--- config.mk ---
export PLATFORM = sky130hd
export DESIGN_NAME = pong_game_ctrl_flat
export DESIGN_NICKNAME = d
export VERILOG_FILES = /design/src/rtl/pong_pkg.sv /design/src/rtl/pong_game_if.sv /design/src/rtl/pong_edge_rise.sv /design/src/rtl/pong_game_ctrl.sv /design/src/flat_wrapper.sv
export SDC_FILE = /design/constraint.sdc
export NUM_CORES = 1
export LEC_CHECK = 0
export ABC_AREA = 1
export BUFFER_PORTS_ARGS = -buffer_cell sky130_fd_sc_hd__clkbuf_2
export CORE_ASPECT_RATIO = 1.25
export CORE_MARGIN = 1.5
export CORE_UTILIZATION = 50
export CTS_BUF_LIST = sky130_fd_sc_hd__clkbuf_8
export DETAILED_ROUTE_END_ITERATION = 7
export PLACE_DENSITY = 0.78
export SETUP_SLACK_MARGIN = 0.2
export SYNTH_ARGS = -nofsm -noshare
export SYNTH_HDL_FRONTEND = slang
export SYNTH_HIERARCHICAL = 1
export SYNTH_SLANG_ARGS = --single-unit
export TNS_END_PERCENT = 50
--- constraint.sdc ---
create_clock -name in_clock -period 1.1 [get_ports in_clock]
set_input_delay 0.11 -clock in_clock [delete_from_list [all_inputs] [get_ports in_clock]]
set_output_delay 0.11 -clock in_clock [all_outputs]
set_load 0.02 [all_outputs]
--- src/rtl/pong_pkg.sv ---
`default_nettype none
// ============================================================================
// Module      : pong_pkg
// Description : Shared types and constants for the pong match controller.
// Revision    : 1.0
// ============================================================================
package pong_pkg;

    localparam int PTS_W = 4;

    typedef enum logic [2:0] {
        ST_IDLE   = 3'd0,
        ST_SERVE  = 3'd1,
        ST_PLAY   = 3'd2,
        ST_PAUSED = 3'd3,
        ST_POINT  = 3'd4,
        ST_OVER   = 3'd5
    } pong_state_e;

    localparam logic [1:0] WINNER_NONE  = 2'b00;
    localparam logic [1:0] WINNER_LEFT  = 2'b01;
    localparam logic [1:0] WINNER_RIGHT = 2'b10;

endpackage
`default_nettype wire

--- src/rtl/pong_game_if.sv ---
`default_nettype none
// ============================================================================
// Module      : pong_game_if
// Description : Signals between the match controller and the ball/button side.
// Revision    : 1.0
// ============================================================================
interface pong_game_if;
    import pong_pkg::*;

    logic             in_ani_stb;
    logic             in_left_score;
    logic             in_right_score;
    logic             in_btn_start;
    logic             in_btn_pause;
    logic             out_start;
    logic             out_animate;
    logic             out_ball_reset;
    logic [PTS_W-1:0] out_left_pts;
    logic [PTS_W-1:0] out_right_pts;
    logic [1:0]       out_winner;
    logic [2:0]       out_state;

    // master is the controller side
    modport master (
        input  in_ani_stb, in_left_score, in_right_score, in_btn_start, in_btn_pause,
        output out_start, out_animate, out_ball_reset, out_left_pts, out_right_pts,
               out_winner, out_state
    );

    modport slave (
        output in_ani_stb, in_left_score, in_right_score, in_btn_start, in_btn_pause,
        input  out_start, out_animate, out_ball_reset, out_left_pts, out_right_pts,
               out_winner, out_state
    );

endinterface
`default_nettype wire

--- src/rtl/pong_edge_rise.sv ---
`default_nettype none
// ============================================================================
// Module      : pong_edge_rise
// Description : Registered rising-edge pulse for a level score flag.
// Revision    : 1.0
// ============================================================================
module pong_edge_rise (
    input  logic clk,
    input  logic rst_n,
    input  logic flag,
    output logic rise
);

    logic r_flag_q;

    always_ff @(posedge clk or negedge rst_n) begin
        if (!rst_n) begin
            r_flag_q <= 1'b0;
            rise     <= 1'b0;
        end else begin
            r_flag_q <= flag;
            rise     <= flag & ~r_flag_q;
        end
    end

endmodule
`default_nettype wire

--- src/rtl/pong_game_ctrl.sv ---
`default_nettype none
// ============================================================================
// Module      : pong_game_ctrl
// Description : Pong match FSM: serve delay, points, pause and winner.
// Revision    : 1.0
// ============================================================================
module pong_game_ctrl
    import pong_pkg::*;
#(
    parameter int WIN_SCORE    = 7,
    parameter int SERVE_FRAMES = 60
) (
    input  logic        in_clock,
    input  logic        in_reset_n,
    pong_game_if.master bus
);

    localparam logic [PTS_W-1:0] C_WIN        = PTS_W'(WIN_SCORE);
    localparam logic [7:0]       C_SERVE_LAST = 8'(SERVE_FRAMES - 1);

    logic             r_rst_meta;
    logic             r_rst_sync;
    logic             w_left_rise;
    logic             w_right_rise;
    pong_state_e      r_state;
    logic [7:0]       r_serve_cnt;
    logic [PTS_W-1:0] r_left_pts;
    logic [PTS_W-1:0] r_right_pts;
    logic [1:0]       r_winner;
    logic             r_start;
    logic             r_animate;
    logic             r_ball_reset;

    // Assert immediately, release only after two clean clock edges
    always_ff @(posedge in_clock or negedge in_reset_n) begin
        if (!in_reset_n) begin
            r_rst_meta <= 1'b0;
            r_rst_sync <= 1'b0;
        end else begin
            r_rst_meta <= 1'b1;
            r_rst_sync <= r_rst_meta;
        end
    end

    pong_edge_rise u_left_rise (
        .clk   (in_clock),
        .rst_n (r_rst_sync),
        .flag  (bus.in_left_score),
        .rise  (w_left_rise)
    );

    pong_edge_rise u_right_rise (
        .clk   (in_clock),
        .rst_n (r_rst_sync),
        .flag  (bus.in_right_score),
        .rise  (w_right_rise)
    );

    always_ff @(posedge in_clock or negedge r_rst_sync) begin
        if (!r_rst_sync) begin
            r_state      <= ST_IDLE;
            r_serve_cnt  <= 8'd0;
            r_left_pts   <= '0;
            r_right_pts  <= '0;
            r_winner     <= WINNER_NONE;
            r_start      <= 1'b0;
            r_animate    <= 1'b0;
            r_ball_reset <= 1'b0;
        end else begin
            r_start      <= 1'b0;
            r_ball_reset <= 1'b0;
            case (r_state)
                ST_IDLE, ST_OVER: begin
                    if (bus.in_btn_start) begin
                        r_left_pts   <= '0;
                        r_right_pts  <= '0;
                        r_winner     <= WINNER_NONE;
                        r_ball_reset <= 1'b1;
                        r_state      <= ST_SERVE;
                    end
                end
                ST_SERVE: begin
                    if (bus.in_ani_stb) begin
                        if (r_serve_cnt == C_SERVE_LAST) begin
                            r_serve_cnt <= 8'd0;
                            r_start     <= 1'b1;
                            r_animate   <= 1'b1;
                            r_state     <= ST_PLAY;
                        end else begin
                            r_serve_cnt <= r_serve_cnt + 8'd1;
                        end
                    end
                end
                ST_PLAY: begin
                    // A simultaneous double score is a re-serve with no point
                    if (w_left_rise && w_right_rise) begin
                        r_animate <= 1'b0;
                        r_state   <= ST_POINT;
                    end else if (w_left_rise) begin
                        if (r_left_pts != C_WIN) begin
                            r_left_pts <= r_left_pts + 1'b1;
                        end
                        r_animate <= 1'b0;
                        r_state   <= ST_POINT;
                    end else if (w_right_rise) begin
                        if (r_right_pts != C_WIN) begin
                            r_right_pts <= r_right_pts + 1'b1;
                        end
                        r_animate <= 1'b0;
                        r_state   <= ST_POINT;
                    end else if (bus.in_btn_pause) begin
                        r_animate <= 1'b0;
                        r_state   <= ST_PAUSED;
                    end
                end
                ST_PAUSED: begin
                    if (bus.in_btn_pause) begin
                        r_animate <= 1'b1;
                        r_state   <= ST_PLAY;
                    end
                end
                ST_POINT: begin
                    if (r_left_pts == C_WIN) begin
                        r_winner <= WINNER_LEFT;
                        r_state  <= ST_OVER;
                    end else if (r_right_pts == C_WIN) begin
                        r_winner <= WINNER_RIGHT;
                        r_state  <= ST_OVER;
                    end else begin
                        r_state <= ST_SERVE;
                    end
                end
                default: begin
                    r_animate <= 1'b0;
                    r_state   <= ST_IDLE;
                end
            endcase
        end
    end

    assign bus.out_start      = r_start;
    assign bus.out_animate    = r_animate;
    assign bus.out_ball_reset = r_ball_reset;
    assign bus.out_left_pts   = r_left_pts;
    assign bus.out_right_pts  = r_right_pts;
    assign bus.out_winner     = r_winner;
    assign bus.out_state      = r_state;

endmodule
`default_nettype wire

--- src/flat_wrapper.sv ---
// flat-port wrapper written by rule: the top's interface ports become plain ports
module pong_game_ctrl_flat import pong_pkg::*;
#(
    parameter int WIN_SCORE    = 7,
    parameter int SERVE_FRAMES = 60
)
  (in_clock, in_reset_n, bus_in_ani_stb, bus_in_left_score, bus_in_right_score, bus_in_btn_start, bus_in_btn_pause, bus_out_start, bus_out_animate, bus_out_ball_reset, bus_out_left_pts, bus_out_right_pts, bus_out_winner, bus_out_state);
  pong_game_if bus_i ();
  input  logic in_clock;
  input  logic in_reset_n;
  input wire logic [$bits(bus_i.in_ani_stb)-1:0] bus_in_ani_stb;
  input wire logic [$bits(bus_i.in_left_score)-1:0] bus_in_left_score;
  input wire logic [$bits(bus_i.in_right_score)-1:0] bus_in_right_score;
  input wire logic [$bits(bus_i.in_btn_start)-1:0] bus_in_btn_start;
  input wire logic [$bits(bus_i.in_btn_pause)-1:0] bus_in_btn_pause;
  output wire logic [$bits(bus_i.out_start)-1:0] bus_out_start;
  output wire logic [$bits(bus_i.out_animate)-1:0] bus_out_animate;
  output wire logic [$bits(bus_i.out_ball_reset)-1:0] bus_out_ball_reset;
  output wire logic [$bits(bus_i.out_left_pts)-1:0] bus_out_left_pts;
  output wire logic [$bits(bus_i.out_right_pts)-1:0] bus_out_right_pts;
  output wire logic [$bits(bus_i.out_winner)-1:0] bus_out_winner;
  output wire logic [$bits(bus_i.out_state)-1:0] bus_out_state;
  assign bus_i.in_ani_stb = bus_in_ani_stb;
  assign bus_i.in_left_score = bus_in_left_score;
  assign bus_i.in_right_score = bus_in_right_score;
  assign bus_i.in_btn_start = bus_in_btn_start;
  assign bus_i.in_btn_pause = bus_in_btn_pause;
  assign bus_out_start = bus_i.out_start;
  assign bus_out_animate = bus_i.out_animate;
  assign bus_out_ball_reset = bus_i.out_ball_reset;
  assign bus_out_left_pts = bus_i.out_left_pts;
  assign bus_out_right_pts = bus_i.out_right_pts;
  assign bus_out_winner = bus_i.out_winner;
  assign bus_out_state = bus_i.out_state;
  pong_game_ctrl #(.WIN_SCORE(WIN_SCORE), .SERVE_FRAMES(SERVE_FRAMES)) u_core (.in_clock(in_clock), .in_reset_n(in_reset_n), .bus(bus_i));
endmodule
==> load_flow_metrics.sql <==
INSERT INTO impl_metrics (metric_group, metric, value, unit) VALUES
('run_status', 'status', 'finished with violations', ''),
('run_status', 'failed_checks', 'setup timing', ''),
('hold_path', 'hold_path_class', 'in -> async', ''),
('yosys', 'yosysTopAreaCell', 'dfrtp_1', ''),
('floorplan', 'die_height', '66.2', 'um'),
('flow_run', 'max_cap_viol_count', '0', ''),
('worst_setup_path', 'critical-path-top-delay-family', 'simple AND/OR/NAND/NOR gates', ''),
('floorplan', 'placementRows', '22', ''),
('floorplan', 'io_pins', '23', ''),
('floorplan', 'dieArea', '3550', 'um^2'),
('sta', 'report.final.hold_viol_count', '0', ''),
('yosys', 'yosys.area.top_type_share', '47.0', '%'),
('route', 'wl_per_cell', '20.1', 'um'),
('power', 'post-layout-total-power', '7360', 'uW'),
('layout', 'area_growth', '70.5', '%'),
('clock_network', 'buffer_levels_on_the_longest_clock_path', '2', ''),
('yosys', 'synth_cells', '197', ''),
('place', 'hpwlAfterDp', '2670', 'um'),
('worst_setup_path', 'crit_type', 'reg -> reg', ''),
('yosys', 'synthesis.area', '1600', 'um^2'),
('power', 'cellLeakagePower', '0.00138', 'uW'),
('yosys', 'postSynth.asyncResetShare', '100', '%'),
('global_routing', 'wire_length_of_the_first_global_routing_pass', '7720', 'um'),
('route', 'route.vias.total', '1821', ''),
('yosys', 'ys_dominant_reg_cell', 'dfrtp_1', ''),
('global_routing', 'grt_util_all_layers', '31.1', '%'),
('route', 'drc', '0', ''),
('sta', 'final-setup-viol-count', '29', ''),
('sta', 'finalWorstSetupSlack', '-0.361', 'ns'),
('clock_network', 'cts.sinks', '30', ''),
('yosys', 'post_synthesis_register_bit_count', '30', ''),
('sta', 'timing.final.crit_share', '133', '%'),
('worst_setup_path', 'critPathSlowestCell', 'dfrtp_2', ''),
('place', 'numPlacedInstances', '290', ''),
('route', 'initialDrtViolationCount', '105', ''),
('yosys', 'count_of_flip_flops_with_a_built_in_enable_after_synthesis', '0', ''),
('yosys', 'synth.most_common_cell', 'nand2_1', ''),
('clock_network', 'cts_bufs_inserted', '5', ''),
('clock_network', 'cts-root-buf', 'clkbuf_8', ''),
('sta', 'fmax', '685', 'MHz'),
('yosys', 'synth_cell_type_count', '27', ''),
('sta', 'report.final.slew_viol_count', '0', ''),
('yosys', 'synthesis.yosys.warnings', '6', ''),
('yosys', 'synth_seq_area_share', '47.0', '%'),
('yosys', 'synth_top_cells_by_area', 'dfrtp_1 (47%), nand2_1 (14%), nor2_1 (5.6%)', ''),
('layout', 'diodes', '0', ''),
('layout', 'nNetsFinal', '292', ''),
('yosys', 'mappedNetlistNets', '207', ''),
('clock_network', 'clk_pin_slew_worst_paths', '0.07', 'ns'),
('clock_network', 'clk_latency', '0.29', 'ns'),
('layout', 'post_route_cells_drive_above_1_share', '57.6', '%'),
('place', 'place_congestion', '0.850', ''),
('power', 'power.ir.vdd_worst', '0.00253', 'V'),
('worst_setup_path', 'crit_path_required_time', '1.28', 'ns'),
('worst_setup_path', 'worstSetupEndpointType', 'flip-flop', ''),
('floorplan', 'initial_core_util', '53.3', '%'),
('layout', 'non_filler_cells_in_the_finished_layout', '319', ''),
('clock_network', 'cts_tree', 'yes', ''),
('worst_setup_path', 'cp_cell_sequence', 'clkinv_4, nor2_2, nand3_2, nand2_2, nor2_4, nand4_1, nand2_1', ''),
('clock_network', 'cts.htree.levels', '2', ''),
('global_routing', 'first_global_vias', '1710', ''),
('sta', 'grt_setup_unrepaired', 'true', ''),
('yosys', 'synth_top_cells_by_count', 'nand2_1 (60), dfrtp_1 (30), nor2_1 (24)', ''),
('route', 'routed_wl', '6410', 'um'),
('route', 'drt_pass1_iterations', '4', ''),
('sta', 'setup_total_negative_slack', '-7.11', 'ns'),
('floorplan', 'placeableCoreArea', '3000', 'um^2'),
('worst_setup_path', 'critical_path.startpoint_type', 'flip-flop', ''),
('floorplan', 'die_w', '53.6', 'um'),
('route', 'number_of_nets_with_antenna_violations_after_routing', '0', ''),
('sta', 'worst_clock_skew', '0.0100', 'ns'),
('sta', 'final_period_demand_of_the_worst_path', '1.46', 'ns'),
('global_routing', 'grt_max_degree', '29', ''),
('power', 'pwr_density_cell', '2700', 'nW/um^2'),
('global_routing', 'grt_antenna_before_repair', '0', ''),
('route', 'avgViaCountPerCell', '5.71', ''),
('global_routing', 'grt_overflow', '0', ''),
('worst_setup_path', 'cp.buffers_inverters', '1', ''),
('worst_setup_path', 'worstPathArrival', '1.64', 'ns'),
('place', 'io_buffers', '22', ''),
('place', 'place_worst_setup_slack', '-0.296', 'ns'),
('yosys', 'post_synth.cell_area_avg', '8.11', 'um^2'),
('worst_setup_path', 'timing.critical_path.slowest_cell_delay', '0.44', 'ns'),
('worst_setup_path', 'critPathMaxFanout', '5', '');
## through the flow
step	util, %	hold slack (ns)	area [um^2]
final	90.8	0.156	2720
after global routing	90.8	0.174	2720
after CTS	81.6	0.0852	2450
after detailed placement	68.6	-0.100	2060
after global placement	68.6	-0.104	2060
after floorplan	-	-0.186	1640
## layout make-up
class                   instances  area, um^2
inverters                      22        95.1
clock inverters                 3        11.3
flip-flops and latches         30         759
well taps                      36        45.0
multi-input cells             144        1020
repair buffers                 79         728
fillers                       113         277
clock buffers                   5        68.8
## placed cells by master, fill, tap and decap left out, types with 3 or more instances in the layout
cell type and count:
nand2_2 20, nand4_1 3, inv_2 3, clkbuf_2 9
nor2_1 14, nand3_4 3, buf_8 3, clkbuf_8 10
xor2_1 5, nand3_1 8, nand3_2 8, dfrtp_1 23
nor2_4 10, buf_6 19, nand2_4 5, inv_1 18
nor2_2 8, dfrtp_2 7, nand2_1 39, inv_4 3
buf_4 37, dlygate4sd3_1 3
## sequential cells by signal, summed over array words and instances, names as in the netlist
| register | count |
|---|---|
| u_core/r_serve_cnt | 8 |
| u_core/bus.out_right_pts | 4 |
| u_core/u_right_rise/rise | 1 |
| u_core/u_right_rise/r_flag_q | 1 |
| u_core/bus.out_start | 1 |
| u_core/u_left_rise/rise | 1 |
| u_core/u_left_rise/r_flag_q | 1 |
| u_core/bus.out_state | 3 |
| u_core/r_rst_sync | 1 |
| u_core/bus.out_left_pts | 4 |
| u_core/bus.out_winner | 2 |
| u_core/r_rst_meta | 1 |
| u_core/bus.out_ball_reset | 1 |
| u_core/bus.out_animate | 1 |
## report_power, final
| part | internal (uW) | switching (uW) |
|---|---|---|
| clock network | 421 | 431 |
| registers | 1410 | 307 |
| logic | 2130 | 2650 |
| total | 3970 | 3390 |
## worst paths after layout
check | start | to | slack, ns | cells after the start
max reg2reg | u_core/bus.out_state[0] | u_core/bus.out_state[1] | -0.36 | 7
max | u_core/bus.out_state[0] | u_core/bus.out_state[1] | -0.36 | 7
min | in_reset_n | u_core/r_rst_meta | 0.16 | 2
min reg2reg | u_core/r_rst_sync | u_core/bus.out_animate | 0.25 | 1
max in group asynchronous | u_core/r_rst_sync | u_core/bus.out_right_pts[1] | 0.54 | 1
min in group in_clock | bus_in_btn_start | u_core/bus.out_ball_reset | 0.16 | 3
## what timing repair did
item	CTS	global route
hold buffers	3	0
endpoints found under the setup margin	40	40
endpoints found under the hold margin	4	0
pin swaps	17	28
resized for setup	50	60
setup buffers	8	10
gates cloned	0	0
## worst reg2reg max path, delay by kind of cell, from the launching register on
family,cells,cell delay (ns)
buf+inv,1,0.13
flops,1,0.44
simple gates,6,0.77
## layer usage
layer / GRT usage, % / part of all wire, %
met2: 54.8 / 52
met3: 6.79 / 6.7
met4: 18.6 / 7.1
met5: 0 / 0
met1: 32.6 / 34
## kinds of logic after synthesis
kind of cell / Yosys count / synth area share [%]
AOI/OAI and AO/OA: 7 / 2.51
DFF: 30 / 47.0
xor gates and xnor gates: 5 / 2.74
buffers and inverters: 23 / 5.64
and+or+nand+nor: 128 / 39.5
adders and majority gates: 3 / 2.35
other: 1 / 0.235
Note: power is estimated with default switching activity, not from simulation.
